File: src/rtl/sram_arbiter_pkg.sv
// Shared definitions for the two-port SRAM arbiter: FSM state encoding and port indices.
// Latency: n/a (constants and a decode helper only).
// Backpressure: n/a.
package sram_arbiter_pkg;

   // FSM state encoding; kept as plain constants so legacy tools see fixed codes.
   localparam logic [1:0] ST_IDLE   = 2'd0;
   localparam logic [1:0] ST_GRANT0 = 2'd1;
   localparam logic [1:0] ST_GRANT1 = 2'd2;

   // Requester indices, also the encoding of the remembered last owner.
   localparam logic PORT0 = 1'b0;
   localparam logic PORT1 = 1'b1;

   // One-hot controller owner for a given state (00 when idle).
   function automatic logic [1:0] state_to_grant(input logic [1:0] st);
      logic [1:0] g;
      g = 2'b00;
      if (st == ST_GRANT0) g = 2'b01;
      if (st == ST_GRANT1) g = 2'b10;
      return g;
   endfunction

endpackage

File: src/rtl/rr_pick2.sv
// Two-way tie-break: picks the winning port index from a 2-bit request vector.
// Latency: purely combinational.
// Backpressure: none; the caller registers the decision.
//
// Ports:
//   req[1:0]  - request from port 1 / port 0
//   lastGrant - index of the port that completed most recently
//   winner    - index of the port to serve (don't-care when req == 00)
module rr_pick2
   import sram_arbiter_pkg::*;
#(
   parameter int FIXED_PRIO = 0
) (
   input  logic [1:0] req,
   input  logic       lastGrant,
   output logic       winner
);

   always_comb begin
      winner = PORT0;
      case (req)
         2'b01:   winner = PORT0;
         2'b10:   winner = PORT1;
         // Contention: fixed mode always favours port 0, otherwise serve the
         // port that did not go last.
         2'b11:   winner = (FIXED_PRIO != 0) ? PORT0 : ~lastGrant;
         default: winner = PORT0;
      endcase
   end

endmodule

File: src/rtl/sram_arbiter.sv
// Arbitrates two requesters (MEM-stage data, fetch) onto one SRAM controller.
// Latency: one registered IDLE cycle to grant, then held until memReady; one IDLE cycle between grants.
// Backpressure: readyK low while port K requests and its transaction has not completed.
//
// Ports:
//   clk, rst                      - clock, asynchronous active-low reset
//   wrEnK, rdEnK, addressK,
//   writeDataK                    - port K request (K = 0, 1)
//   readDataK, readyK             - port K load data and ready/stall
//   memWrEn, memRdEn, memAddress,
//   memWriteData                  - latched request towards the SRAM controller
//   memReadData, memReady         - controller response (memReady pulses at completion)
//   grant, busy                   - one-hot current owner, and owner != none
module sram_arbiter
   import sram_arbiter_pkg::*;
#(
   parameter int FIXED_PRIO = 0
) (
   input  logic        clk,
   input  logic        rst,
   input  logic        wrEn0,
   input  logic        rdEn0,
   input  logic [31:0] address0,
   input  logic [31:0] writeData0,
   output logic [31:0] readData0,
   output logic        ready0,
   input  logic        wrEn1,
   input  logic        rdEn1,
   input  logic [31:0] address1,
   input  logic [31:0] writeData1,
   output logic [31:0] readData1,
   output logic        ready1,
   output logic        memWrEn,
   output logic        memRdEn,
   output logic [31:0] memAddress,
   output logic [31:0] memWriteData,
   input  logic [31:0] memReadData,
   input  logic        memReady,
   output logic [1:0]  grant,
   output logic        busy
);

   logic [1:0]  state;
   logic        last_grant;
   logic        lat_wr;
   logic [31:0] lat_addr;
   logic [31:0] lat_wdata;
   logic [31:0] rdata_reg0;
   logic [31:0] rdata_reg1;

   logic        req0;
   logic        req1;
   logic        winner;
   logic        granted;
   logic        done0;
   logic        done1;

   assign req0 = wrEn0 | rdEn0;
   assign req1 = wrEn1 | rdEn1;

   rr_pick2 #(
      .FIXED_PRIO (FIXED_PRIO)
   ) u_pick (
      .req       ({req1, req0}),
      .lastGrant (last_grant),
      .winner    (winner)
   );

   always_ff @(posedge clk or negedge rst) begin
      if (!rst) begin
         state      <= ST_IDLE;
         last_grant <= PORT1;   // so port 0 wins the first tie
         lat_wr     <= 1'b0;
         lat_addr   <= 32'd0;
         lat_wdata  <= 32'd0;
         rdata_reg0 <= 32'd0;
         rdata_reg1 <= 32'd0;
      end else begin
         case (state)
            ST_IDLE: begin
               // memReady is deliberately ignored here.
               if (req0 || req1) begin
                  state     <= (winner == PORT1) ? ST_GRANT1 : ST_GRANT0;
                  // Write takes precedence when both enables are set.
                  lat_wr    <= (winner == PORT1) ? wrEn1 : wrEn0;
                  lat_addr  <= (winner == PORT1) ? address1 : address0;
                  lat_wdata <= (winner == PORT1) ? writeData1 : writeData0;
               end
            end
            ST_GRANT0: begin
               if (memReady) begin
                  state      <= ST_IDLE;
                  last_grant <= PORT0;
                  if (!lat_wr) rdata_reg0 <= memReadData;
               end
            end
            ST_GRANT1: begin
               if (memReady) begin
                  state      <= ST_IDLE;
                  last_grant <= PORT1;
                  if (!lat_wr) rdata_reg1 <= memReadData;
               end
            end
            default: state <= ST_IDLE;
         endcase
      end
   end

   // Controller side drives only from the latches, so requester changes
   // (including dropping the request) cannot disturb an issued transaction.
   assign granted      = (state == ST_GRANT0) || (state == ST_GRANT1);
   assign memWrEn      = granted &  lat_wr;
   assign memRdEn      = granted & ~lat_wr;
   assign memAddress   = lat_addr;
   assign memWriteData = lat_wdata;

   assign grant = state_to_grant(state);
   assign busy  = |grant;

   // Completion cycle forwards the controller data straight through.
   assign done0 = (state == ST_GRANT0) && memReady;
   assign done1 = (state == ST_GRANT1) && memReady;

   assign ready0    = done0 | ~req0;
   assign ready1    = done1 | ~req1;
   assign readData0 = done0 ? memReadData : rdata_reg0;
   assign readData1 = done1 ? memReadData : rdata_reg1;

endmodule

File: config.mk
export PLATFORM = sky130hd
export DESIGN_NAME = sram_arbiter
export DESIGN_NICKNAME = d
export VERILOG_FILES = /design/src/rtl/sram_arbiter_pkg.sv /design/src/rtl/rr_pick2.sv /design/src/rtl/sram_arbiter.sv
export SDC_FILE = /design/constraint.sdc
export NUM_CORES = 1
export LEC_CHECK = 0
export BUFFER_PORTS_ARGS = -buffer_cell sky130_fd_sc_hd__buf_2
export CORE_ASPECT_RATIO = 0.7
export CORE_MARGIN = 8
export CORE_UTILIZATION = 30
export DETAILED_ROUTE_END_ITERATION = 8
export MAX_ROUTING_LAYER = met4
export PLACE_DENSITY = 0.62
export SLEW_MARGIN = 20
export SYNTH_ARGS = -nofsm -noshare
export SYNTH_HDL_FRONTEND = slang
export SYNTH_SLANG_ARGS = --single-unit
File: constraint.sdc
create_clock -name clk -period 1.8 [get_ports clk]
set_clock_uncertainty 0.2 [all_clocks]
set_input_delay 0.36 -clock clk [delete_from_list [all_inputs] [get_ports clk]]
set_output_delay 0.36 -clock clk [all_outputs]
set_load 0.01 [all_outputs]
==> results of run 1 <==
placed cells by master, fill, tap and decap left out, drive strengths merged:
cell and n:
o2bb2ai 1, nand2 5, nor4 1, nor2 69
o32ai 1, bufinv 2, ha 3, o21a 1
clkinv 6, buf 356, clkinvlp 3, a21boi 1
o21ai 67, dfrtp 131, inv 7, dfstp 1
diode 1, o41a 1, and3b 1, dlygate4sd3 40
a31oi 65, mux2 128, or2 1, a2bb2oi 1
nand3 66, clkbuf 31, o31ai 1, mux2i 1
final timing paths:
kind | end
min | memWriteData[17]
max | readData0[11]
min in group asynchronous | memWriteData[7]
min reg2reg | rdata_reg0[3]
max reg2reg | memWriteData[16]
max in group asynchronous | rdata_reg1[22]
registers in the layout (all words and copies together) (netlist names):
register      count
last_grant        1
lat_wr            1
memAddress       32
memWriteData     32
rdata_reg0       32
rdata_reg1       32
state             2
area by class of cell:
class	instances	area, um2	area share (%)
flip-flops and latches	132	3310	30.1
inverters	4	15.0	0.137
clock inverters	14	154	1.40
diodes	1	2.50	0.0228
repair buffers	409	3450	31.4
clock buffers	18	439	4.00
well taps	282	353	3.21
multi-input cells	414	3270	29.7
metal layers:
layer | part of all wire, % | wire length [um]
met2 | 48 | 12200
met1 | 44 | 11000
met4 | 1.2 | 292
met5 | 0 | 0
met3 | 6.7 | 1700
kinds of logic (layout without fill, tap and decap cells):
group | count (synthesis) | count (layout) | share of synthesized area (%)
flip-flops | 132 | 132 | 50.9
AND/OR/NAND/NOR | 143 | 143 | 9.70
AO/OA/AOI/OAI | 139 | 139 | 12.4
other | 0 | 1 | 0
buffers and inverters | 58 | 445 | 3.97
adder cells (fa/ha/maj) | 3 | 3 | 0.579
multiplexers | 129 | 129 | 22.4
critical path: stages, from the launching register on:
cell and delay (ns):
dfrtp_1 0.40, inv_2 0.07, ha_4 0.18, nand2_8 0.13, clkbuf_16 0.17, mux2_2 0.34
buf_6 0.12
power by group through the flow:
| stage | Sequential (mW) | Combinational, mW | Clock [mW] |
|---|---|---|---|
| finish | 5.28 | 11.0 | 3.49 |
| global route | 5.45 | 11.7 | 3.73 |
| CTS | 5.23 | 8.50 | 3.60 |
| detailed placement | 5.26 | 7.87 | 0 |
| global placement | 5.21 | 7.81 | 0 |
| floorplan | 5.48 | 4.31 | 0 |
metrics by stage:
stage | area (um2) | instances | setup WS [ns]
after detailed placement | 8670 | 1170 | -0.166
after CTS | 9900 | 1249 | -0.607
after global routing | 11000 | 1274 | -0.663
after floorplan | 6540 | 604 | -0.0115
after global placement | 8670 | 1170 | -0.133
final | 11000 | 1274 | -0.586
timing repair:
item                                   in CTS  in global routing
pin swaps                                   1                  2
hold buffers                               40                  0
buffers inserted                            4                 10
endpoints found under the hold margin     102                  0
resized for setup                          26                122
setup endpoints to repair                 132                155
gates cloned                                3                 17
==> impl_metrics.py, run 1 <==
metrics = {
    "run_status": {
        "status": "finished, violations left",
        "failed_checks": "negative setup slack",
    },
    "power_and_ir_drop": {
        "p_int_mw": 12.6,
        "power_density_nw_per_um2": 1800,
        "p_total_mw": 19.8,
        "comb_power_share_pct": 55.6,
        "irDropWorstVdd_v": 0.000846,
        "power.share.clock_pct": 17.7,
        "p_leak_nw": 5.15,
        "p_sw_share_pct": 36.2,
        "switching_power_mw": 7.15,
        "seqPwrFrac_pct": 26.7,
    },
    "cts": {
        "cts_sinks": 132,
        "cts_tree": "built",
        "cts_root_buf": "clkbuf_16",
        "clock_latency_ns": 0.40,
        "htreeDepth": 4,
        "numCtsBuffers": 17,
        "path_clk_slew_ns": 0.06,
        "cts.path.max_buffers": 2,
    },
    "hold_path": {
        "min_path_type": "input pin to register",
        "hold_start": "writeData0[17]",
        "worst_hold_path.num_cells": 3,
    },
    "grt": {
        "met3_usage_pct": 4.52,
        "grtUsageMet2_pct": 26.9,
        "grt_use_met1_pct": 21.3,
        "first_global_vias": 6478,
        "grt_usage_pct": 17.0,
        "grt_max_degree": 65,
        "busiest_layer": "met2",
        "grt_pass1_wl_um": 35500,
        "grt-ovfl-total": 0,
        "antenna_found_initial": 1,
    },
    "floorplanning": {
        "die_h_um": 139,
        "dieWidth_um": 192,
        "rows": 45,
        "initial_core_util_pct": 30.2,
        "dieArea_um2": 26700,
        "coreArea_um2": 21500,
        "pin_count": 302,
    },
    "detailed_routing": {
        "vias_per_cell": 5.00,
        "vias": 6367,
        "first_pass_iters": 4,
        "postRouteWirelength_um": 25100,
        "wl_per_cell_um": 19.7,
        "drc": 0,
        "ant_nets": 0,
        "drt_iter0_drc": 246,
    },
    "sta": {
        "hold-worst-slack_ns": 0.0169,
        "worstMarginPinSlew_ns": 0.383,
        "finalCriticalPeriod_ns": 2.39,
        "max_slew_margin_pct": 74.5,
        "maxSlewViolCount": 0,
        "finalCritPeriodShare_pct": 133,
        "setup_violations": 99,
        "setup_ws_ns": -0.586,
        "max_freq_mhz": 419,
        "tns_ns": -38.60,
        "hold_viol": 0,
        "rsz0062_at_grt": "yes",
    },
    "logic_synthesis": {
        "ys_warn_count": 0,
        "ys_ff_latch": 132,
        "yosysMostFrequentCell": "dfrtp_1",
        "synth-edff-count": 0,
        "synth-main-ff-cell": "dfrtp_1",
        "netlist_top_cells_count": "dfrtp_1 (131), mux2_2 (128), nor2_1 (69)",
        "yosysTopAreaCellShare_pct": 50.5,
        "syn_area_per_cell_um2": 10.7,
        "syn_nets": 774,
        "ys_seq_area_share_pct": 50.9,
        "syn_area_um2": 6490,
        "synth_area_leaders": "dfrtp_1 (51%), mux2_2 (22%), a31oi_1 (6.3%), nand3_1 (5.1%), o21ai_0 (4.6%)",
        "ys_types": 27,
        "yosysTopAreaCell": "dfrtp_1",
        "postSynthCellCount": 604,
        "async_flop_share_pct": 100,
    },
    "worst_setup_path": {
        "r2r_cells": 9,
        "critPathKind": "register to output pin",
        "end_kind": "output pin",
        "crit_path_start_kind": "register",
        "rrSetupSlack_ns": -0.08,
        "cp_max_fo": 7,
        "worstPathRequired_ns": 1.24,
        "rr_startpoint": "state[0]",
        "startpoint": "state[1]",
        "cp.arrival_ns": 1.83,
    },
    "place": {
        "dpl.hpwl_um": 15900,
        "gp_congestion": 0.749,
        "portBuffers": 301,
    },
    "finish": {
        "nets": 1148,
        "area_growth_pct": 69.4,
        "utilization_pct": 51.2,
        "n_fill_cell": 1854,
        "drive_above_1_share_pct": 56.7,
    },
    "flow_run": {
        "cap_violations": 0,
    },
}
Power figures use the tool's default switching activity.
==> inputs of run 2 (changes only) <==
--- a/config.mk
+++ b/config.mk
@@ -8,10 +8,10 @@
 export BUFFER_PORTS_ARGS = -buffer_cell sky130_fd_sc_hd__buf_2
 export CORE_ASPECT_RATIO = 0.7
 export CORE_MARGIN = 8
-export CORE_UTILIZATION = 30
+export CORE_UTILIZATION = 27
 export DETAILED_ROUTE_END_ITERATION = 8
 export MAX_ROUTING_LAYER = met4
-export PLACE_DENSITY = 0.62
+export PLACE_DENSITY = 0.57
 export SLEW_MARGIN = 20
 export SYNTH_ARGS = -nofsm -noshare
 export SYNTH_HDL_FRONTEND = slang
==> run 2 against run 1 <==
The flow still finishes with violations (negative setup slack). Design area increased by 5.7%. Power increased by 4.7%. Cell count increased by 8.4%. Combinational power about the same. Critical path depth unchanged. Critical path type unchanged. Critical endpoint is now readData1[8].
==> impl_metrics.py, run 2 (same netlist as run 1, synthesis figures left out) <==
metrics = {
    "grt": {
        "grt_pass1_wl_um": 41300,
        "first_global_vias": 7280,
        "grt-ovfl-total": 0,
        "antenna_found_initial": 3,
        "grt_usage_pct": 18.0,
        "grt_max_degree": 47,
    },
    "sta": {
        "hold-worst-slack_ns": 0.0205,
        "hold_viol": 0,
        "max_slew_margin_pct": 71.9,
        "worstMarginPinSlew_ns": 0.418,
        "setup_ws_ns": -0.578,
        "finalCritPeriodShare_pct": 132,
        "finalCriticalPeriod_ns": 2.38,
        "rsz0062_at_grt": "yes",
        "setup_violations": 101,
        "maxSlewViolCount": 0,
        "max_freq_mhz": 421,
        "tns_ns": -38.12,
    },
    "cts": {
        "cts_root_buf": "clkbuf_16",
        "cts_tree": "built",
        "clock_latency_ns": 0.42,
        "cts_sinks": 132,
        "path_clk_slew_ns": 0.06,
        "cts.path.max_buffers": 2,
        "numCtsBuffers": 17,
        "htreeDepth": 4,
    },
    "worst_setup_path": {
        "path_delay_family": "flip-flops",
        "crit_buf_inv": 3,
        "r2r_cells": 9,
        "crit_path_start_kind": "register",
        "critPathKind": "register to output pin",
        "worstPathRequired_ns": 1.24,
        "critPathSlowestCell": "dfrtp_1",
        "max_stage_delay_ns": 0.38,
        "cp_max_fo": 20,
        "crit_path_cell_trace": "inv_2 > ha_2 > nand2_4 > buf_12 > mux2_2 > buf_2",
        "path_depth": 6,
        "cp.arrival_ns": 1.82,
        "end_kind": "output pin",
    },
    "finish": {
        "layout_commonest_cell": "buf_2",
        "final_cell_area_um2": 11600,
        "nets": 1217,
        "drive_above_1_share_pct": 55.2,
        "final_cell_mix": "buf_2 (275), dfrtp_1 (131), mux2_2 (121), dlygate4sd3_1 (106), nand3_1 (64)",
        "utilization_pct": 49.1,
        "area_growth_pct": 79.1,
    },
    "place": {
        "dpl.hpwl_um": 17000,
        "gp_congestion": 0.778,
        "portBuffers": 301,
        "postPlaceCellArea_um2": 8720,
    },
    "detailed_routing": {
        "drc": 0,
        "wl_per_cell_um": 19.9,
        "postRouteWirelength_um": 27500,
        "vias_per_cell": 4.93,
        "vias": 6814,
        "first_pass_iters": 4,
        "ant_nets": 0,
        "drt_iter0_drc": 331,
    },
    "power_and_ir_drop": {
        "p_leak_nw": 5.32,
        "irDropWorstVdd_v": 0.000766,
        "power_density_nw_per_um2": 1780,
    },
    "floorplanning": {
        "rows": 47,
        "dieArea_um2": 29300,
        "dieWidth_um": 201,
        "die_h_um": 146,
        "coreArea_um2": 23600,
        "pin_count": 302,
        "initial_core_util_pct": 27.4,
    },
    "hold_path": {
        "worst_hold_path.num_cells": 3,
        "min_path_type": "input pin to register",
    },
    "run_status": {
        "failed_checks": "negative setup slack",
        "status": "finished, violations left",
    },
    "flow_run": {
        "cap_violations": 0,
    },
}
[run 2: cell types whose count changed in the layout (fill, tap and decap cells not counted), moves of 6 or more]
cell,change
dlygate4sd3_1,+66
clkbuf_16,-6
nor2_1,-18
buf_6,-38
buf_2,+39
mux2_2,+21
buf_4,+8
mux2_4,-21
nor2_2,+14
a31oi_1,-6
a31oi_4,+11
[run 2: cell type report]
class                   instances  area (um2)
fillers                      2140       12000
repair buffers                478        3820
multi-input cells             414        3340
flip-flops and latches        132        3300
clock buffers                  21         480
well taps                     318         398
clock inverters                11         243
inverters                       4        20.0
diodes                          3        7.51
[run 2: final timing paths]
check	start	to	slack (ns)
setup / recovery	state[0]	readData1[8]	-0.58
hold / removal	writeData0[14]	memWriteData[14]	0.02
setup reg to reg	state[0]	memWriteData[2]	-0.07
hold reg to reg	rdata_reg1[11]	rdata_reg1[11]	0.30
max in group asynchronous	rst	memWriteData[7]	0.65
min in group asynchronous	rst	rdata_reg1[9]	0.17
[run 2: per-stage QoR]
step | instances | setup slack [ns] | power, mW
floorplan | 604 | -0.0115 | 9.80
global placement | 1213 | -0.119 | 13.1
detailed placement | 1213 | -0.149 | 13.2
CTS | 1370 | -0.608 | 19.7
global route | 1381 | -0.662 | 21.9
finish | 1381 | -0.578 | 20.7
[run 2: timing repair]
action | CTS | global route
hold buffers | 106 | 0
setup endpoints to repair | 125 | 168
cloned | 8 | 9
resized for setup | 66 | 57
buffers inserted | 11 | 4
hold endpoints to repair | 212 | 0
pin swaps | 3 | 7
[run 2: power by group]
part,leakage [nW],internal [mW],total [mW],switching [mW]
clock network,0.347,2.90,4.30,1.40
logic,3.42,5.81,11.0,5.24
registers,1.55,4.50,5.32,0.828
total,5.32,13.2,20.7,7.47
[run 2: metal layers]
metal | wire length [um] | part of all wire (%) | track usage [%] | up-vias
met2 | 13200 | 48 | 28.6 | 265
met1 | 11800 | 43 | 21.6 | 3406
met4 | 809 | 2.9 | 7.50 | 0
li1 | - | - | - | 3097
met5 | 0 | 0 | - | -
met3 | 1710 | 6.2 | 4.49 | 46
[run 2: worst reg2reg max path, stage by stage, from the launching register on]
cell and delay, ns:
dfrtp_1 0.38, inv_2 0.06, buf_4 0.13, buf_6 0.11
ha_4 0.15, o41a_4 0.14, buf_12 0.17, buf_12 0.14
nor2_1 0.21, a31oi_4 0.05
